## src/rtl/issue_sequencer_pkg.sv

```systemverilog
// rtl/issue_sequencer_pkg.sv - opcode map, instruction classes and decode helper for the issue sequencer
package issue_sequencer_pkg;

    localparam logic [3:0] OP_LDM = 4'h0;
    localparam logic [3:0] OP_STM = 4'h1;
    localparam logic [3:0] OP_LDR = 4'h2;
    localparam logic [3:0] OP_MOV = 4'h3;
    localparam logic [3:0] OP_AND = 4'h4;
    localparam logic [3:0] OP_OR  = 4'h5;
    localparam logic [3:0] OP_NOT = 4'h6;
    localparam logic [3:0] OP_XOR = 4'h7;
    localparam logic [3:0] OP_SHL = 4'h8;
    localparam logic [3:0] OP_SHR = 4'h9;
    localparam logic [3:0] OP_ADD = 4'hA;
    localparam logic [3:0] OP_SUB = 4'hB;
    localparam logic [3:0] OP_DIV = 4'hC;

    typedef enum logic [1:0] {
        SRC_NONE    = 2'd0,
        SRC_RS1     = 2'd1,
        SRC_RS1_RS2 = 2'd2
    } src_use_e;

    typedef enum logic {
        ST_IDLE     = 1'b0,
        ST_DIV_BUSY = 1'b1
    } seq_state_e;

    typedef struct packed {
        logic     legal;
        src_use_e src;
        logic     reg_write;
        logic     mem_write;
        logic     is_div;
    } op_info_t;

    function automatic op_info_t decode_op(input logic [3:0] op);
        op_info_t info;
        info.legal     = 1'b1;
        info.src       = SRC_NONE;
        info.reg_write = 1'b1;
        info.mem_write = 1'b0;
        info.is_div    = 1'b0;
        case (op)
            OP_LDM: info.src = SRC_RS1;
            OP_STM: begin
                info.src       = SRC_RS1_RS2;
                info.reg_write = 1'b0;
                info.mem_write = 1'b1;
            end
            OP_LDR: info.src = SRC_NONE;
            OP_MOV, OP_NOT, OP_SHL, OP_SHR: info.src = SRC_RS1;
            OP_AND, OP_OR, OP_XOR, OP_ADD, OP_SUB: info.src = SRC_RS1_RS2;
            OP_DIV: begin
                info.src    = SRC_RS1_RS2;
                info.is_div = 1'b1;
            end
            default: begin
                // Illegal opcodes touch nothing, so they can never stall on a hazard.
                info.legal     = 1'b0;
                info.reg_write = 1'b0;
            end
        endcase
        return info;
    endfunction

endpackage

```

## src/rtl/issue_scoreboard.sv

```systemverilog
// rtl/issue_scoreboard.sv - per-register pending bits with set/clear and hazard lookup
module issue_scoreboard
    import issue_sequencer_pkg::*;
#(
    parameter int NREG = 8,
    parameter int RA_W = 3
) (
    input  logic            clk,
    input  logic            rst,
    input  logic            set_en,
    input  logic [RA_W-1:0] set_rd,
    input  logic            clr_en,
    input  logic [RA_W-1:0] clr_rd,
    input  logic [RA_W-1:0] rs1,
    input  logic [RA_W-1:0] rs2,
    input  logic [RA_W-1:0] rd,
    output logic            rs1_pending,
    output logic            rs2_pending,
    output logic            rd_pending
);

    logic [NREG-1:0] pending;
    logic [NREG-1:0] pending_next;

    // Set is applied after clear so a same-cycle issue to a retiring register stays pending.
    always_comb begin
        pending_next = pending;
        if (clr_en) pending_next[clr_rd] = 1'b0;
        if (set_en) pending_next[set_rd] = 1'b1;
    end

    always_ff @(posedge clk) begin
        if (rst) pending <= '0;
        else     pending <= pending_next;
    end

    // Lookups see only the registered bits; a writeback unblocks the following cycle.
    assign rs1_pending = pending[rs1];
    assign rs2_pending = pending[rs2];
    assign rd_pending  = pending[rd];

endmodule

```

## src/rtl/issue_sequencer.sv

```systemverilog
// rtl/issue_sequencer.sv - in-order issue with RAW/WAW interlock and div occupancy; ISSUE_STALL_STATS_EN adds stall_count
module issue_sequencer
    import issue_sequencer_pkg::*;
#(
    parameter int NREG       = 8,
    parameter int RA_W       = 3,
    parameter int DIV_CYCLES = 4
) (
    input  logic            clk,
    input  logic            rst,
    input  logic            id_valid,
    input  logic [3:0]      id_opcode,
    input  logic [RA_W-1:0] id_rd,
    input  logic [RA_W-1:0] id_rs1,
    input  logic [RA_W-1:0] id_rs2,
    input  logic            wb_valid,
    input  logic [RA_W-1:0] wb_rd,
    output logic            id_ready,
    output logic            ex_valid,
    output logic [3:0]      ex_opcode,
    output logic [RA_W-1:0] ex_rd,
    output logic            ex_reg_write,
    output logic            ex_mem_write,
    output logic            illegal_op,
    output logic            div_busy
`ifdef ISSUE_STALL_STATS_EN
    ,
    output logic [15:0]     stall_count
`endif
);

    localparam logic [3:0] DIV_LOAD = 4'(DIV_CYCLES - 1);

    op_info_t   info;
    seq_state_e state;
    seq_state_e state_next;
    logic [3:0] cnt;
    logic [3:0] cnt_next;
    logic       rs1_pending;
    logic       rs2_pending;
    logic       rd_pending;
    logic       use_rs1;
    logic       use_rs2;
    logic       accept;
    logic       issue;

    assign info    = decode_op(id_opcode);
    assign use_rs1 = (info.src != SRC_NONE);
    assign use_rs2 = (info.src == SRC_RS1_RS2);

    issue_scoreboard #(
        .NREG (NREG),
        .RA_W (RA_W)
    ) u_scoreboard (
        .clk         (clk),
        .rst         (rst),
        .set_en      (issue && info.reg_write),
        .set_rd      (id_rd),
        .clr_en      (wb_valid),
        .clr_rd      (wb_rd),
        .rs1         (id_rs1),
        .rs2         (id_rs2),
        .rd          (id_rd),
        .rs1_pending (rs1_pending),
        .rs2_pending (rs2_pending),
        .rd_pending  (rd_pending)
    );

    assign id_ready = (state == ST_IDLE)
                    && !(use_rs1 && rs1_pending)
                    && !(use_rs2 && rs2_pending)
                    && !(info.reg_write && rd_pending);
    assign accept   = id_valid && id_ready;
    assign issue    = accept && info.legal;

    always_ff @(posedge clk) begin
        if (rst) begin
            state <= ST_IDLE;
            cnt   <= 4'd0;
        end else begin
            state <= state_next;
            cnt   <= cnt_next;
        end
    end

    // The acceptance cycle counts as the first div cycle, hence the DIV_CYCLES-1 load.
    always_comb begin
        state_next = state;
        cnt_next   = cnt;
        case (state)
            ST_IDLE: begin
                if (issue && info.is_div) begin
                    state_next = ST_DIV_BUSY;
                    cnt_next   = DIV_LOAD;
                end
            end
            ST_DIV_BUSY: begin
                cnt_next = cnt - 4'd1;
                if (cnt == 4'd1) state_next = ST_IDLE;
            end
            default: state_next = ST_IDLE;
        endcase
    end

    always_ff @(posedge clk) begin
        if (rst) begin
            ex_valid     <= 1'b0;
            ex_opcode    <= 4'd0;
            ex_rd        <= '0;
            ex_reg_write <= 1'b0;
            ex_mem_write <= 1'b0;
            illegal_op   <= 1'b0;
            div_busy     <= 1'b0;
        end else begin
            ex_valid     <= issue;
            ex_reg_write <= issue && info.reg_write;
            ex_mem_write <= issue && info.mem_write;
            illegal_op   <= accept && !info.legal;
            div_busy     <= (state_next == ST_DIV_BUSY);
            if (issue) begin
                ex_opcode <= id_opcode;
                ex_rd     <= id_rd;
            end
        end
    end

`ifdef ISSUE_STALL_STATS_EN
    always_ff @(posedge clk) begin
        if (rst)                                                stall_count <= 16'd0;
        else if (id_valid && !id_ready && stall_count != 16'hFFFF) stall_count <= stall_count + 16'd1;
    end
`endif

endmodule

```

## config.mk

```make
export PLATFORM = sky130hd
export DESIGN_NAME = issue_sequencer
export DESIGN_NICKNAME = d
export VERILOG_FILES = /design/src/rtl/issue_sequencer_pkg.sv /design/src/rtl/issue_scoreboard.sv /design/src/rtl/issue_sequencer.sv
export SDC_FILE = /design/constraint.sdc
export NUM_CORES = 1
export LEC_CHECK = 0
export ABC_AREA = 0
export BUFFER_PORTS_ARGS = -buffer_cell sky130_fd_sc_hd__buf_4
export CELL_PAD_IN_SITES_DETAIL_PLACEMENT = 1
export CELL_PAD_IN_SITES_GLOBAL_PLACEMENT = 2
export CORE_MARGIN = 2
export CORE_UTILIZATION = 35
export CTS_BUF_LIST = sky130_fd_sc_hd__clkbuf_8
export DETAILED_ROUTE_END_ITERATION = 7
export HOLD_SLACK_MARGIN = 0.08
export PLACE_DENSITY_LB_ADDON = 0.2
export SLEW_MARGIN = 20
export SYNTH_ARGS = -nofsm -noshare
export SYNTH_HDL_FRONTEND = slang
export SYNTH_HIERARCHICAL = 1
export SYNTH_SLANG_ARGS = --single-unit
```

## constraint.sdc

```tcl
create_clock -name clk -period 6.2 [get_ports clk]
set_input_delay 1.24 -clock clk [delete_from_list [all_inputs] [get_ports clk]]
set_output_delay 1.24 -clock clk [all_outputs]
set_load 0.01 [all_outputs]
```

# Word level (Yosys, flattened, before mapping)
# Index checks and enable logic that the tools add are counted.
[word_totals]
reg_bits = 24
out_inout_bits = 13
elab_cells = 81
input_bits = 20
[classes]
bitwise = 4
n_reduce_logical = 24
magnitude_cmp = 6
mux = 22
eq_ne = 15
addsub = 1
[op_table]
columns = ["operator", "n"]
rows = [
  ["4-bit equality test (second input constant)", 5],
  ["4-bit by 3-bit equality test with 1-bit output (second input constant)", 4],
  ["3-bit by 4-bit < comparator with 1-bit output (second input constant)", 4],
  ["8-bit 2-to-1 mux", 2],
  ["1-bit logical AND", 14],
  ["13-bit OR reduction", 1],
  ["12-bit OR reduction", 1],
  ["1-bit 2-to-1 mux", 11],
  ["1-bit binary-select mux with 3-bit select", 3],
  ["8-bit bitwise AND", 1],
  ["4-bit by 1-bit equality test with 1-bit output (second input constant)", 2],
  ["4-bit by 2-bit equality test with 1-bit output (second input constant)", 2],
  ["8-bit NOT", 1],
  ["8-bit OR", 1],
  ["4-bit one-hot mux with 2 select lines", 1],
  ["7-bit OR reduction", 1],
  ["1-bit demux with 3-bit select", 2],
  ["3-bit by 1-bit greater-or-equal comparator with 1-bit output (second input constant)", 2],
  ["5-bit OR reduction", 1],
  ["1-bit logical NOT", 4],
  ["4-bit logical NOT", 1],
  ["4-bit 2-to-1 mux", 1],
  ["2-bit one-hot mux with 2 select lines", 1],
  ["4-bit by 1-bit subtractor with 4-bit output (second input constant)", 1],
  ["5 further kinds", 5],
]

# Logic depth before layout (Yosys ltp)
# Gate-level depths: netlist (run 1).
[logic_depth]
word_depth = 14
ltp_mapped = 10
mapped_depth_nobuf = 10

# Hierarchy
# The synthesis (run 1) kept the hierarchy.
[modules_own_cells]
columns = ["module", "area_per_inst_um2", "cells_each", "seq_area_each_um2", "n_inst"]
rows = [
  ["issue_sequencer", 879.6, 89, 320.3, 1],
  ["issue_scoreboard", 526.8, 51, 160.2, 1],
]

# Worst setup path after synthesis (run 1)
# Ideal clock, no wire load.
[synth_path]
path_type = "input port to output port"
startpoint = "in id_rs2[0]"
endpoint = "out id_ready"
stages = 6
t_required_ns = 4.960
path_slack_ns = 2.040
path_buffers = 0
arrival_ns = 2.920
cell_sequence = "mux4_1 > mux2_2 > a21o_2 > a221oi_4 > o211ai_1 > inv_1"
[synth_between]
elab_chain_cells = 6
[synth_rtl]
columns = ["element", "line", "source"]
rows = [
  ["start, declared", "issue_sequencer.sv:15", "input logic [RA_W-1:0] id_rs2,"],
  ["1-bit binary-select mux with 3-bit select", "issue_scoreboard.sv:39", "assign rs2_pending = pending[rs2];"],
  ["1-bit 2-to-1 mux (not written as such)", "issue_scoreboard.sv:39", ""],
  ["net rs2_pending", "issue_sequencer.sv:40", "logic rs2_pending;"],
  ["1-bit logical AND", "issue_sequencer.sv:71", "&& !(use_rs2 && rs2_pending)"],
  ["1-bit logical NOT", "issue_sequencer.sv:71", ""],
  ["1-bit logical AND", "issue_sequencer.sv:71", ""],
  ["1-bit logical AND", "issue_sequencer.sv:72", "&& !(info.reg_write && rd_pending);"],
  ["end, declared", "issue_sequencer.sv:18", "output logic id_ready,"],
]
# The timed path passes the listed nets, and every way through them passes these cells. The select of a mux whose other input is x is not followed.

# Worst setup path in the final report (run 1)
[layout_path]
startpoint = "in id_rd[0]"
endpoint = "out id_ready"
[layout_between]
elab_chain_cells = 5
[layout_rtl]
columns = ["element", "line", "source"]
rows = [
  ["start, declared", "issue_sequencer.sv:13", "input logic [RA_W-1:0] id_rd,"],
  ["1-bit binary-select mux with 3-bit select", "issue_scoreboard.sv:40", "assign rd_pending = pending[rd];"],
  ["1-bit 2-to-1 mux (not written as such)", "issue_scoreboard.sv:40", ""],
  ["net rd_pending", "issue_sequencer.sv:41", "logic rd_pending;"],
  ["1-bit logical AND", "issue_sequencer.sv:72", ""],
  ["1-bit logical NOT", "issue_sequencer.sv:72", ""],
  ["1-bit logical AND", "issue_sequencer.sv:72", ""],
]
# The timed path passes the listed nets, and every way through them passes these cells. The select of a mux whose other input is x is not followed.

==> impl_metrics.prom, run 1 <==
# TYPE chip_impl_metric gauge
chip_impl_metric{name="timing.final.max_slew_violations",unit=""} 0
chip_impl_metric{name="cts_htree_levels",unit=""} 1
chip_impl_metric{name="worstPathMaxFanout",unit=""} 8
chip_impl_metric{name="layout_worst_path_cycle_share",unit="%"} 72.25
chip_impl_info{name="combinational_family_with_the_most_area_after_synthesis",value="simple AND/OR/NAND/NOR gates"} 1
chip_impl_metric{name="grt_antenna_before_repair",unit=""} 0
chip_impl_metric{name="synth.distinct_cells",unit=""} 41
chip_impl_metric{name="synth_mux_area_share",unit="%"} 17.17
chip_impl_info{name="setup.worst_path.start_class",value="input port"} 1
chip_impl_metric{name="setup_viol",unit=""} 0
chip_impl_metric{name="grt-ovfl-total",unit=""} 0
chip_impl_metric{name="grt_pass1_vias",unit=""} 1177
chip_impl_metric{name="place_hpwl",unit="µm"} 2633
chip_impl_metric{name="initial_core_util",unit="%"} 35.67
chip_impl_info{name="netlist.top_cell.by_area",value="sky130_fd_sc_hd__dfxtp_1"} 1
chip_impl_metric{name="final_gp_congestion",unit=""} 0.8196
chip_impl_metric{name="grt_first_pass_wirelength",unit="µm"} 5589
chip_impl_metric{name="port_buffers",unit=""} 32
chip_impl_info{name="outcome",value="finished clean"} 1
chip_impl_metric{name="worst_ep_required_time",unit="ps"} 4960
chip_impl_metric{name="drt_drc_violations_left",unit=""} 0
chip_impl_info{name="postSynth.topFlopCell",value="sky130_fd_sc_hd__dfxtp_1"} 1
chip_impl_metric{name="drt-initial-drc-count",unit=""} 61
chip_impl_metric{name="nNetsFinal",unit=""} 193
chip_impl_metric{name="fin_worst_skew",unit="ps"} 1.072
chip_impl_metric{name="ys_async_sr_fraction",unit="%"} 0
chip_impl_metric{name="worst_setup_slack_before_clock_tree_synthesis",unit="ps"} 1723
chip_impl_metric{name="first_pass_iters",unit=""} 4
chip_impl_metric{name="design.core.area",unit="µm²"} 3943
chip_impl_metric{name="final_util",unit="%"} 44.11
chip_impl_metric{name="leakagePower",unit="µW"} 0.0007143
chip_impl_metric{name="drv.max_cap_violation_count",unit=""} 0
chip_impl_metric{name="fin_total_pwr",unit="µW"} 375.9
chip_impl_metric{name="num_vias",unit=""} 1177
chip_impl_info{name="synthTopCellsByArea",value="sky130_fd_sc_hd__dfxtp_1 (34%), sky130_fd_sc_hd__mux4_1 (11%), sky130_fd_sc_hd__or2b_2 (5.0%)"} 1
chip_impl_metric{name="area.growth.synth_to_final",unit="%"} 23.67
chip_impl_metric{name="worst-slew-pin-transition",unit="ps"} 535.4
chip_impl_metric{name="setup_ws",unit="ps"} 1721
chip_impl_metric{name="die_y",unit="µm"} 67.39
chip_impl_metric{name="powerDensity",unit="nW/µm²"} 216.1
chip_impl_metric{name="synth_area",unit="µm²"} 1406
chip_impl_metric{name="antenna_cells",unit=""} 0
chip_impl_info{name="timing.hold.worst.class",value="reg2reg"} 1
chip_impl_metric{name="stdcell_area",unit="µm²"} 1739
chip_impl_metric{name="cts_repair_resize_count",unit=""} 0
chip_impl_metric{name="max-vdd-ir-drop",unit="mV"} 0.08211
chip_impl_metric{name="gr-usage-all-layers",unit="%"} 15.97
chip_impl_metric{name="number_of_hold_buffers_added_after_cts",unit=""} 0
chip_impl_metric{name="synth_nets",unit=""} 162
chip_impl_metric{name="avgSynthCellArea",unit="µm²"} 10.05
chip_impl_metric{name="grt_max_degree",unit=""} 29
chip_impl_metric{name="hold_viol_final",unit=""} 0
chip_impl_metric{name="row_count",unit=""} 23
chip_impl_metric{name="synth_top_area_share",unit="%"} 34.16
chip_impl_metric{name="detail_route.wirelength",unit="µm"} 3503
chip_impl_metric{name="achievable-frequency",unit="MHz"} 223.3
chip_impl_metric{name="worstSkewPairLatency",unit="ps"} 270
chip_impl_metric{name="ioPinCount",unit=""} 33
chip_impl_metric{name="cts.repair_timing.setup_buffer_count",unit=""} 0
chip_impl_metric{name="fin_crit_period",unit="ps"} 4479
chip_impl_metric{name="post_synth_adder_cell_area",unit="%"} 1.779
chip_impl_metric{name="compound_cell_area_share_of_the_yosys_netlist",unit="%"} 16.28
chip_impl_metric{name="drt-vias-per-instance",unit=""} 5.350
chip_impl_metric{name="finalSetupTns",unit="ps"} 0
chip_impl_metric{name="post_synth_and_or_nand_nor_area_fraction",unit="%"} 24.82
chip_impl_info{name="tritoncts_clock_tree",value="done"} 1
chip_impl_metric{name="final_antenna_net_count",unit=""} 0
chip_impl_metric{name="worst_ep_arrival_time",unit="ps"} 3240
chip_impl_metric{name="fraction_of_layout_cells_with_a_size_suffix_above_1",unit="%"} 32.94
chip_impl_metric{name="synth_xor_xnor_area_share",unit="%"} 1.246
chip_impl_metric{name="slew_headroom",unit="%"} 63.80
chip_impl_info{name="grt_setup_unrepaired",value="no"} 1
chip_impl_metric{name="syn_inst",unit=""} 140
chip_impl_metric{name="yosys_warnings",unit=""} 6
chip_impl_metric{name="ys_seq_elements",unit=""} 24
chip_impl_metric{name="tritoncts_num_sinks",unit=""} 24
chip_impl_info{name="end_kind",value="output pin"} 1
chip_impl_metric{name="cts-buffers-inserted",unit=""} 3
chip_impl_metric{name="synth_seq_area_share",unit="%"} 34.16
chip_impl_metric{name="die_width",unit="µm"} 67.39
chip_impl_metric{name="drt-wirelength-per-cell",unit="µm"} 15.92
chip_impl_metric{name="cts-root-to-sink-buffers",unit=""} 2
chip_impl_info{name="root_buf_cell",value="sky130_fd_sc_hd__clkbuf_8"} 1
chip_impl_metric{name="detailed_place.area",unit="µm²"} 1668
chip_impl_metric{name="clkSlewWorstSetupHoldPaths",unit="ps"} 90
chip_impl_metric{name="synth-edff-count",unit=""} 0
chip_impl_metric{name="die-area",unit="µm²"} 4541
chip_impl_info{name="worstSetupPathType",value="in2out"} 1
cell usage after synthesis (2+ instances only):
library cell,count
sky130_fd_sc_hd__o31ai_1,2
sky130_fd_sc_hd__nor4b_1,2
sky130_fd_sc_hd__mux2i_1,5
sky130_fd_sc_hd__mux4_1,6
sky130_fd_sc_hd__mux2_2,3
sky130_fd_sc_hd__nor3b_1,3
sky130_fd_sc_hd__buf_6,2
sky130_fd_sc_hd__a21o_2,2
sky130_fd_sc_hd__nand2_1,9
sky130_fd_sc_hd__o211ai_1,2
sky130_fd_sc_hd__or2b_2,8
sky130_fd_sc_hd__nor2b_1,4
sky130_fd_sc_hd__dfxtp_1,24
sky130_fd_sc_hd__clkbuf_1,2
sky130_fd_sc_hd__a21oi_1,8
sky130_fd_sc_hd__ha_1,2
sky130_fd_sc_hd__inv_1,6
sky130_fd_sc_hd__a21o_1,2
sky130_fd_sc_hd__o21ai_0,6
sky130_fd_sc_hd__nand2b_1,6
sky130_fd_sc_hd__nor2_1,7
sky130_fd_sc_hd__nor4_1,2
sky130_fd_sc_hd__a211oi_1,4
sky130_fd_sc_hd__nand3_1,5
sky130_fd_sc_hd__nor3_1,2
path summary, 6_finish.rpt:
path | startpoint | depth (start not counted) | slack, ps | endpoint
worst max register to register | u_scoreboard/pending[3] | 9 | 3180 | u_scoreboard/pending[2]
worst min register to register | ex_opcode[3] | 2 | 460 | ex_opcode[3]
worst min-delay path | ex_opcode[3] | 2 | 460 | ex_opcode[3]
worst max-delay path | id_rd[0] | 8 | 1720 | id_ready
flip-flops by register name (all words and copies together) (netlist names):
name	flops
ex_opcode	4
ex_reg_write	1
ex_mem_write	1
ex_rd	3
illegal_op	1
u_scoreboard/pending	8
div_busy	1
cnt	4
ex_valid	1
routing by layer:
layer | GRT usage (%) | wire length, µm | up-vias
met5 | 0 | 0 | -
met4 | 3.827 | 28 | 0
met3 | 1.500 | 112 | 4
met2 | 28.34 | 1712 | 21
met1 | 20.80 | 1648 | 575
li1 | - | - | 577
layout by cell type, fill, tap and decap left out, types with 3 or more instances in the layout:
cell type | synthesis | routed
sky130_fd_sc_hd__a21oi_1 | 8 | 8
sky130_fd_sc_hd__nor3b_1 | 3 | 3
sky130_fd_sc_hd__nor2_1 | 7 | 7
sky130_fd_sc_hd__nor2b_1 | 4 | 4
sky130_fd_sc_hd__inv_1 | 6 | 6
sky130_fd_sc_hd__nand2b_1 | 6 | 6
sky130_fd_sc_hd__buf_4 | 1 | 32
sky130_fd_sc_hd__clkbuf_8 | 0 | 3
sky130_fd_sc_hd__mux4_1 | 6 | 6
sky130_fd_sc_hd__or2b_2 | 8 | 8
sky130_fd_sc_hd__dfxtp_1 | 24 | 24
sky130_fd_sc_hd__nand3_1 | 5 | 5
sky130_fd_sc_hd__mux2_2 | 3 | 3
sky130_fd_sc_hd__o21ai_0 | 6 | 6
sky130_fd_sc_hd__nand2_1 | 9 | 9
sky130_fd_sc_hd__mux2i_1 | 5 | 5
sky130_fd_sc_hd__a211oi_1 | 4 | 4
power breakdown:
group          total [µW]  internal (µW)  switching [µW]
combinational        70.4           35.7            34.7
clock                 138           86.3            52.1
sequential            167            162            5.08
cell type report:
type	count	area, µm²
timing repair buffer	32	240.2
clock buffer	3	41.29
multi-input combinational	104	862.1
sequential	24	480.5
inverter	6	22.52
tap	50	62.56
fill	452	2203
clock inverter	1	30.03
cells by family (layout without fill, tap and decap cells):
group / Yosys count / count (layout)
XOR/XNOR: 2 / 2
flip-flops: 24 / 24
buffers and inverters: 12 / 42
multiplexers: 14 / 14
AND/OR/NAND/NOR: 55 / 55
adder cells (fa/ha/maj): 2 / 2
AO/OA/AOI/OAI: 31 / 31
worst max-delay path, cell delays in order:
cell and delay, ps:
sky130_fd_sc_hd__buf_4 130, sky130_fd_sc_hd__mux4_1 550, sky130_fd_sc_hd__mux2_2 300, sky130_fd_sc_hd__a21o_2 230, sky130_fd_sc_hd__a221oi_4 370, sky130_fd_sc_hd__o211ai_1 200, sky130_fd_sc_hd__inv_1 90, sky130_fd_sc_hd__buf_4 110
metrics by stage:
stage / hold slack (ps) / instances
2_1_floorplan: 460.2 / 140
3_3_place_gp: 447.2 / 216
3_5_place_dp: 451.1 / 216
4_1_cts: 465.0 / 220
5_1_grt: 494.7 / 220
6_report: 462.8 / 220
No activity file was read; power rests on OpenSTA's default activity.
==> run 2: changes to the inputs <==
- CORE_UTILIZATION: 35 -> 31
- clock period: 6.2 -> 3.9 ns (I/O delays scaled with it)
==> impl_metrics.prom, run 2 (synthesis results as in run 1) <==
# TYPE chip_impl_metric gauge
chip_impl_metric{name="cts-root-to-sink-buffers",unit=""} 2
chip_impl_metric{name="drt-vias-per-instance",unit=""} 5.306
chip_impl_metric{name="drt_drc_violations_left",unit=""} 0
chip_impl_metric{name="fin_crit_period",unit="ps"} 3566
chip_impl_info{name="origin_of_the_critical_flop_to_flop_path",value="u_scoreboard/pending[4]"} 1
chip_impl_metric{name="grt-ovfl-total",unit=""} 0
chip_impl_metric{name="detail_route.wirelength",unit="µm"} 3646
chip_impl_metric{name="worst_ep_required_time",unit="ps"} 3120
chip_impl_metric{name="max-vdd-ir-drop",unit="mV"} 0.1430
chip_impl_metric{name="cts_htree_levels",unit=""} 1
chip_impl_metric{name="finalSetupTns",unit="ps"} 0
chip_impl_metric{name="cts-buffers-inserted",unit=""} 3
chip_impl_metric{name="nNetsFinal",unit=""} 194
chip_impl_info{name="worstSetupPathType",value="in2out"} 1
chip_impl_info{name="worstHoldEndpoint",value="ex_opcode[2]"} 1
chip_impl_metric{name="leakagePower",unit="µW"} 0.0007052
chip_impl_info{name="end_kind",value="output pin"} 1
chip_impl_metric{name="worst_setup_slack_before_clock_tree_synthesis",unit="ps"} 351.0
chip_impl_info{name="reg.largest.list",value="u_scoreboard/pending: 8 flops, cnt: 4 flops, ex_opcode: 4 flops"} 1
chip_impl_metric{name="layout_worst_path_cycle_share",unit="%"} 91.43
chip_impl_info{name="root_buf_cell",value="sky130_fd_sc_hd__clkbuf_8"} 1
chip_impl_metric{name="area.growth.synth_to_final",unit="%"} 22.24
chip_impl_metric{name="tritoncts_num_sinks",unit=""} 24
chip_impl_metric{name="first_pass_iters",unit=""} 4
chip_impl_info{name="layout.cells.most_common_list",value="sky130_fd_sc_hd__buf_4 (33), sky130_fd_sc_hd__dfxtp_1 (24), sky130_fd_sc_hd__nand2_1 (9)"} 1
chip_impl_metric{name="antenna_cells",unit=""} 0
chip_impl_metric{name="drv.max_cap_violation_count",unit=""} 0
chip_impl_metric{name="cts_repair_resize_count",unit=""} 0
chip_impl_metric{name="multi_input_area",unit="µm²"} 862.1
chip_impl_metric{name="gr-usage-all-layers",unit="%"} 14.46
chip_impl_metric{name="initial_core_util",unit="%"} 32.30
chip_impl_metric{name="area.sequential",unit="µm²"} 480.5
chip_impl_metric{name="timing.final.max_slew_violations",unit=""} 0
chip_impl_info{name="outcome",value="finished clean"} 1
chip_impl_metric{name="num_vias",unit=""} 1178
chip_impl_metric{name="cts.repair_timing.setup_buffer_count",unit=""} 0
chip_impl_metric{name="final_gp_congestion",unit=""} 0.8230
chip_impl_metric{name="row_count",unit=""} 24
chip_impl_info{name="crit-reg2reg-capture",value="u_scoreboard/pending[6]"} 1
chip_impl_metric{name="die_y",unit="µm"} 71.36
chip_impl_metric{name="fraction_of_layout_cells_with_a_size_suffix_above_1",unit="%"} 32.94
chip_impl_metric{name="worstSkewPairLatency",unit="ps"} 270
chip_impl_info{name="hold_start",value="ex_opcode[2]"} 1
chip_impl_metric{name="worst-slew-pin-transition",unit="ps"} 480.3
chip_impl_metric{name="logic_depth_of_the_worst_register_to_register_path",unit=""} 9
chip_impl_metric{name="drt-wirelength-per-cell",unit="µm"} 16.42
chip_impl_metric{name="port_buffers",unit=""} 32
chip_impl_metric{name="hold_viol_final",unit=""} 0
chip_impl_metric{name="n_fill_cell",unit=""} 499
chip_impl_metric{name="largest_reg_flops",unit=""} 8
chip_impl_metric{name="clkSlewWorstSetupHoldPaths",unit="ps"} 90
chip_impl_metric{name="final_antenna_net_count",unit=""} 0
chip_impl_info{name="grt_setup_unrepaired",value="no"} 1
chip_impl_metric{name="worstPathMaxFanout",unit=""} 8
chip_impl_metric{name="die_width",unit="µm"} 71.36
chip_impl_metric{name="grt_max_degree",unit=""} 29
chip_impl_metric{name="ioPinCount",unit=""} 33
chip_impl_metric{name="drt-initial-drc-count",unit=""} 73
chip_impl_metric{name="fin_worst_skew",unit="ps"} 1.382
chip_impl_info{name="tritoncts_clock_tree",value="done"} 1
chip_impl_metric{name="achievable-frequency",unit="MHz"} 280.4
chip_impl_metric{name="design.core.area",unit="µm²"} 4354
chip_impl_info{name="setup.worst_path.start_class",value="input port"} 1
chip_impl_metric{name="grt_pass1_vias",unit=""} 1226
chip_impl_metric{name="setup_viol",unit=""} 0
chip_impl_metric{name="hold_path_depth",unit=""} 2
chip_impl_metric{name="powerDensity",unit="nW/µm²"} 310.5
chip_impl_metric{name="grt_antenna_before_repair",unit=""} 0
chip_impl_metric{name="setup_ws",unit="ps"} 334.1
chip_impl_metric{name="grt_first_pass_wirelength",unit="µm"} 5754
chip_impl_metric{name="regToRegSetupSlack",unit="ps"} 960
chip_impl_metric{name="die-area",unit="µm²"} 5092
chip_impl_info{name="registers.top_by_ff_count",value="u_scoreboard/pending"} 1
chip_impl_metric{name="worst_ep_arrival_time",unit="ps"} 2790
chip_impl_metric{name="place_hpwl",unit="µm"} 2752
chip_impl_metric{name="slew_headroom",unit="%"} 67.53
chip_impl_info{name="layout_commonest_cell",value="sky130_fd_sc_hd__buf_4"} 1
chip_impl_metric{name="number_of_hold_buffers_added_after_cts",unit=""} 0
chip_impl_info{name="timing.hold.worst.class",value="reg2reg"} 1
run 2: cell types whose count changed in the layout (fill, tap and decap cells not counted), sizes merged:
| cell | previous run | this run |
|---|---|---|
| buf | 32 | 33 |
| bufinv | 1 | 0 |
run 2: cell type report:
class	instances	area share (%)
Sequential cell	24	27.95
Timing Repair Buffer	33	14.41
Inverter	6	1.310
Multi-Input combinational cell	104	50.15
Clock buffer	3	2.402
Tap cell	52	3.785
run 2: metal layers:
| layer | GRT usage [%] | vias up | wire length [µm] |
|---|---|---|---|
| met5 | 0 | - | 0 |
| met4 | 5.660 | 0 | 50 |
| met3 | 2.391 | 5 | 130 |
| met2 | 23.25 | 22 | 1720 |
| met1 | 19.41 | 572 | 1745 |
| li1 | - | 579 | - |
run 2: worst max path at each step:
| stage | cells past startpoint | endpoint | start |
|---|---|---|---|
| global route | 8 | id_ready | id_rd[2] |
| floorplan | 6 | id_ready | id_rs2[0] |
| detailed placement | 8 | id_ready | id_rd[0] |
| CTS | 8 | id_ready | id_rd[0] |
| finish | 8 | id_ready | id_rd[0] |
| global placement | 8 | id_ready | id_rd[2] |
run 2: where the power goes:
group / internal [µW] / switching, µW / total [µW]
sequential: 257 / 7.97 / 265
clock: 69.3 / 84.1 / 153
combinational: 58.1 / 56.8 / 115
run 2: critical path, stage by stage:
cell and delay [ps]:
sky130_fd_sc_hd__buf_4 140, sky130_fd_sc_hd__mux4_1 540, sky130_fd_sc_hd__mux2_2 300, sky130_fd_sc_hd__a21o_2 220
sky130_fd_sc_hd__a221oi_4 390, sky130_fd_sc_hd__o211ai_1 210, sky130_fd_sc_hd__inv_1 90, sky130_fd_sc_hd__buf_4 110
run 2: through the flow:
stage,hold WS [ps],total power [µW],cell area [µm²],utilization (%),cells
final,472.0,533.7,1719,39.48,222
after global routing,520.2,561.2,1719,39.48,222
after CTS,477.1,543.4,1719,39.48,222
after detailed placement,462.6,387.7,1678,38.53,219
after global placement,449.1,382.1,1678,38.53,219
after floorplan,460.2,336.8,1406,-,140
==> run 3: changes to the inputs <==
- CELL_PAD_IN_SITES_DETAIL_PLACEMENT: 1 -> 0
- CELL_PAD_IN_SITES_GLOBAL_PLACEMENT: 2 -> 1
- CORE_UTILIZATION: 31 -> 35
==> impl_metrics.prom, run 3 (synthesis results as in run 1) <==
# TYPE chip_impl_metric gauge
chip_impl_metric{name="place_hpwl",unit="µm"} 2517
chip_impl_metric{name="worstSkewPairLatency",unit="ps"} 270
chip_impl_metric{name="worstPathMaxFanout",unit=""} 5
chip_impl_metric{name="finalSetupTns",unit="ps"} 0
chip_impl_info{name="grt_setup_unrepaired",value="no"} 1
chip_impl_info{name="reg.largest.list",value="u_scoreboard/pending: 8 flops, cnt: 4 flops, ex_opcode: 4 flops"} 1
chip_impl_metric{name="timing.critical_path.buf_inv",unit=""} 3
chip_impl_metric{name="cts_repair_resize_count",unit=""} 0
chip_impl_metric{name="detail_route.wirelength",unit="µm"} 3314
chip_impl_metric{name="largest_reg_flops",unit=""} 8
chip_impl_metric{name="cp_slowest_stage_delay",unit="ps"} 550
chip_impl_metric{name="worst_ep_required_time",unit="ps"} 3120
chip_impl_metric{name="leakagePower",unit="µW"} 0.0007193
chip_impl_info{name="crit_path_top_delay_cell",value="sky130_fd_sc_hd__mux4_1"} 1
chip_impl_metric{name="hold_viol_final",unit=""} 0
chip_impl_metric{name="timing.final.max_slew_violations",unit=""} 0
chip_impl_metric{name="drt_drc_violations_left",unit=""} 0
chip_impl_metric{name="p_clk_share",unit="%"} 36.6
chip_impl_metric{name="cts-buffers-inserted",unit=""} 3
chip_impl_info{name="registers.top_by_ff_count",value="u_scoreboard/pending"} 1
chip_impl_metric{name="worst_setup_slack_before_clock_tree_synthesis",unit="ps"} 370.6
chip_impl_metric{name="design.core.area",unit="µm²"} 3943
chip_impl_info{name="layout_commonest_cell",value="sky130_fd_sc_hd__buf_4"} 1
chip_impl_metric{name="dpl.cell_count",unit=""} 217
chip_impl_metric{name="fraction_of_layout_cells_with_a_size_suffix_above_1",unit="%"} 33.33
chip_impl_metric{name="drt-wirelength-per-cell",unit="µm"} 15.00
chip_impl_metric{name="tritoncts_num_sinks",unit=""} 24
chip_impl_info{name="worstPathCellList",value="buf_4, mux4_1, mux2_2, a21o_2, a221oi_4, o211ai_1, inv_1, buf_4"} 1
chip_impl_metric{name="grt_antenna_before_repair",unit=""} 0
chip_impl_metric{name="die_width",unit="µm"} 67.39
chip_impl_metric{name="layout_worst_path_cycle_share",unit="%"} 90.85
chip_impl_metric{name="intPower",unit="µW"} 452.6
chip_impl_metric{name="fin_total_pwr",unit="µW"} 596.7
chip_impl_metric{name="max-vdd-ir-drop",unit="mV"} 0.1209
chip_impl_info{name="setup.worst_path.start_class",value="input port"} 1
chip_impl_info{name="critical_path.most_common_cell",value="sky130_fd_sc_hd__buf_4"} 1
chip_impl_info{name="layout.cells.most_common_list",value="sky130_fd_sc_hd__buf_4 (33), sky130_fd_sc_hd__dfxtp_1 (24), sky130_fd_sc_hd__nand2_1 (9)"} 1
chip_impl_metric{name="setup_ws",unit="ps"} 356.7
chip_impl_metric{name="final_antenna_net_count",unit=""} 0
chip_impl_metric{name="nNetsFinal",unit=""} 194
chip_impl_info{name="tritoncts_clock_tree",value="done"} 1
chip_impl_metric{name="ioPinCount",unit=""} 33
chip_impl_metric{name="area.growth.synth_to_final",unit="%"} 24.20
chip_impl_metric{name="slew_headroom",unit="%"} 66.65
chip_impl_metric{name="grt-ovfl-total",unit=""} 0
chip_impl_metric{name="drt-initial-drc-count",unit=""} 44
chip_impl_metric{name="achievable-frequency",unit="MHz"} 282.2
chip_impl_metric{name="initial_core_util",unit="%"} 35.67
chip_impl_metric{name="final_gp_congestion",unit=""} 0.8823
chip_impl_metric{name="fin_crit_period",unit="ps"} 3543
chip_impl_metric{name="setup_viol",unit=""} 0
chip_impl_metric{name="cts.repair_timing.setup_buffer_count",unit=""} 0
chip_impl_metric{name="n_fill_cell",unit=""} 395
chip_impl_metric{name="grt_pass1_vias",unit=""} 1180
chip_impl_metric{name="number_of_hold_buffers_added_after_cts",unit=""} 0
chip_impl_metric{name="grt_first_pass_wirelength",unit="µm"} 5285
chip_impl_metric{name="drt-vias-per-instance",unit=""} 5.389
chip_impl_metric{name="worst_ep_arrival_time",unit="ps"} 2760
chip_impl_metric{name="grt_max_degree",unit=""} 29
chip_impl_metric{name="cts-root-to-sink-buffers",unit=""} 2
chip_impl_metric{name="fin_worst_skew",unit="ps"} 5.940
chip_impl_metric{name="powerDensity",unit="nW/µm²"} 341.6
chip_impl_metric{name="final_cells",unit=""} 221
chip_impl_metric{name="die_y",unit="µm"} 67.39
chip_impl_metric{name="die-area",unit="µm²"} 4541
chip_impl_metric{name="antenna_cells",unit=""} 0
chip_impl_info{name="cpLargestDelayFamily",value="multiplexers"} 1
chip_impl_metric{name="drv.max_cap_violation_count",unit=""} 0
chip_impl_metric{name="sequentialPowerShare",unit="%"} 44.5
chip_impl_metric{name="worst-slew-pin-transition",unit="ps"} 493.3
chip_impl_info{name="outcome",value="finished clean"} 1
chip_impl_info{name="root_buf_cell",value="sky130_fd_sc_hd__clkbuf_8"} 1
chip_impl_info{name="timing.hold.worst.class",value="reg2reg"} 1
chip_impl_metric{name="netSwitchingFraction",unit="%"} 24.15
chip_impl_info{name="end_kind",value="output pin"} 1
chip_impl_info{name="worstSetupPathType",value="in2out"} 1
chip_impl_metric{name="gr-usage-all-layers",unit="%"} 15.18
chip_impl_metric{name="port_buffers",unit=""} 32
chip_impl_metric{name="cts_htree_levels",unit=""} 1
chip_impl_metric{name="comb_power_share",unit="%"} 18.8
chip_impl_metric{name="clkSlewWorstSetupHoldPaths",unit="ps"} 80
chip_impl_metric{name="num_vias",unit=""} 1191
chip_impl_metric{name="first_pass_iters",unit=""} 4
chip_impl_metric{name="net_switching_power",unit="µW"} 144.1
chip_impl_metric{name="row_count",unit=""} 23
==> run 3: cell types whose count changed in the layout (fill, tap and decap cells not counted), sizes merged <==
cell / before / now
bufinv: 0 / 1
==> run 3: cell type report <==
cell class / count / area (µm²) / area share (%)
multi-input cells: 104 / 862.1 / 49.36
flip-flops and latches: 24 / 480.5 / 27.51
repair buffers: 33 / 247.7 / 14.18
well taps: 50 / 62.56 / 3.582
clock buffers: 3 / 41.29 / 2.364
clock inverters: 1 / 30.03 / 1.719
inverters: 6 / 22.52 / 1.289
==> run 3: power groups by stage <==
stage          clock network, µW  logic (µW)  registers (µW)
2_1_floorplan                  0        63.6             273
3_3_place_gp                   0         111             270
3_5_place_dp                   0         113             271
4_1_cts                      227         113             266
5_1_grt                      237         123             267
6_report                     219         112             266
==> run 3: through the flow <==
step | hold WS, ps | utilization, % | area [µm²]
4_1_cts | 462.9 | 44.30 | 1747
5_1_grt | 500.2 | 44.30 | 1747
3_3_place_gp | 451.4 | 42.49 | 1675
3_5_place_dp | 449.2 | 42.49 | 1675
6_report | 461.4 | 44.30 | 1747
2_1_floorplan | 460.2 | - | 1406
==> run 3: tightest hold or removal path: cells and delay by family, from the launching register on <==
family,cells,cell delay [ps]
buf+inv,1,50
compound gates,1,50
flops,1,310
==> run 3: layer usage <==
metal | GRT usage [%] | vias up | wire (µm)
li1 | - | 582 | -
met1 | 18.29 | 579 | 1494
met2 | 26.73 | 26 | 1640
met3 | 2.167 | 4 | 142
met4 | 6.633 | 0 | 36
met5 | 0 | - | 0
==> run 3: worst paths after layout <==
kind	endpoint	startpoint	cells past startpoint	slack [ps]
worst max-delay path	id_ready	id_rs2[0]	8	360
worst min-delay path	ex_opcode[2]	ex_opcode[2]	2	460
worst max register to register	u_scoreboard/pending[6]	u_scoreboard/pending[3]	9	990
worst min register to register	ex_opcode[2]	ex_opcode[2]	2	460
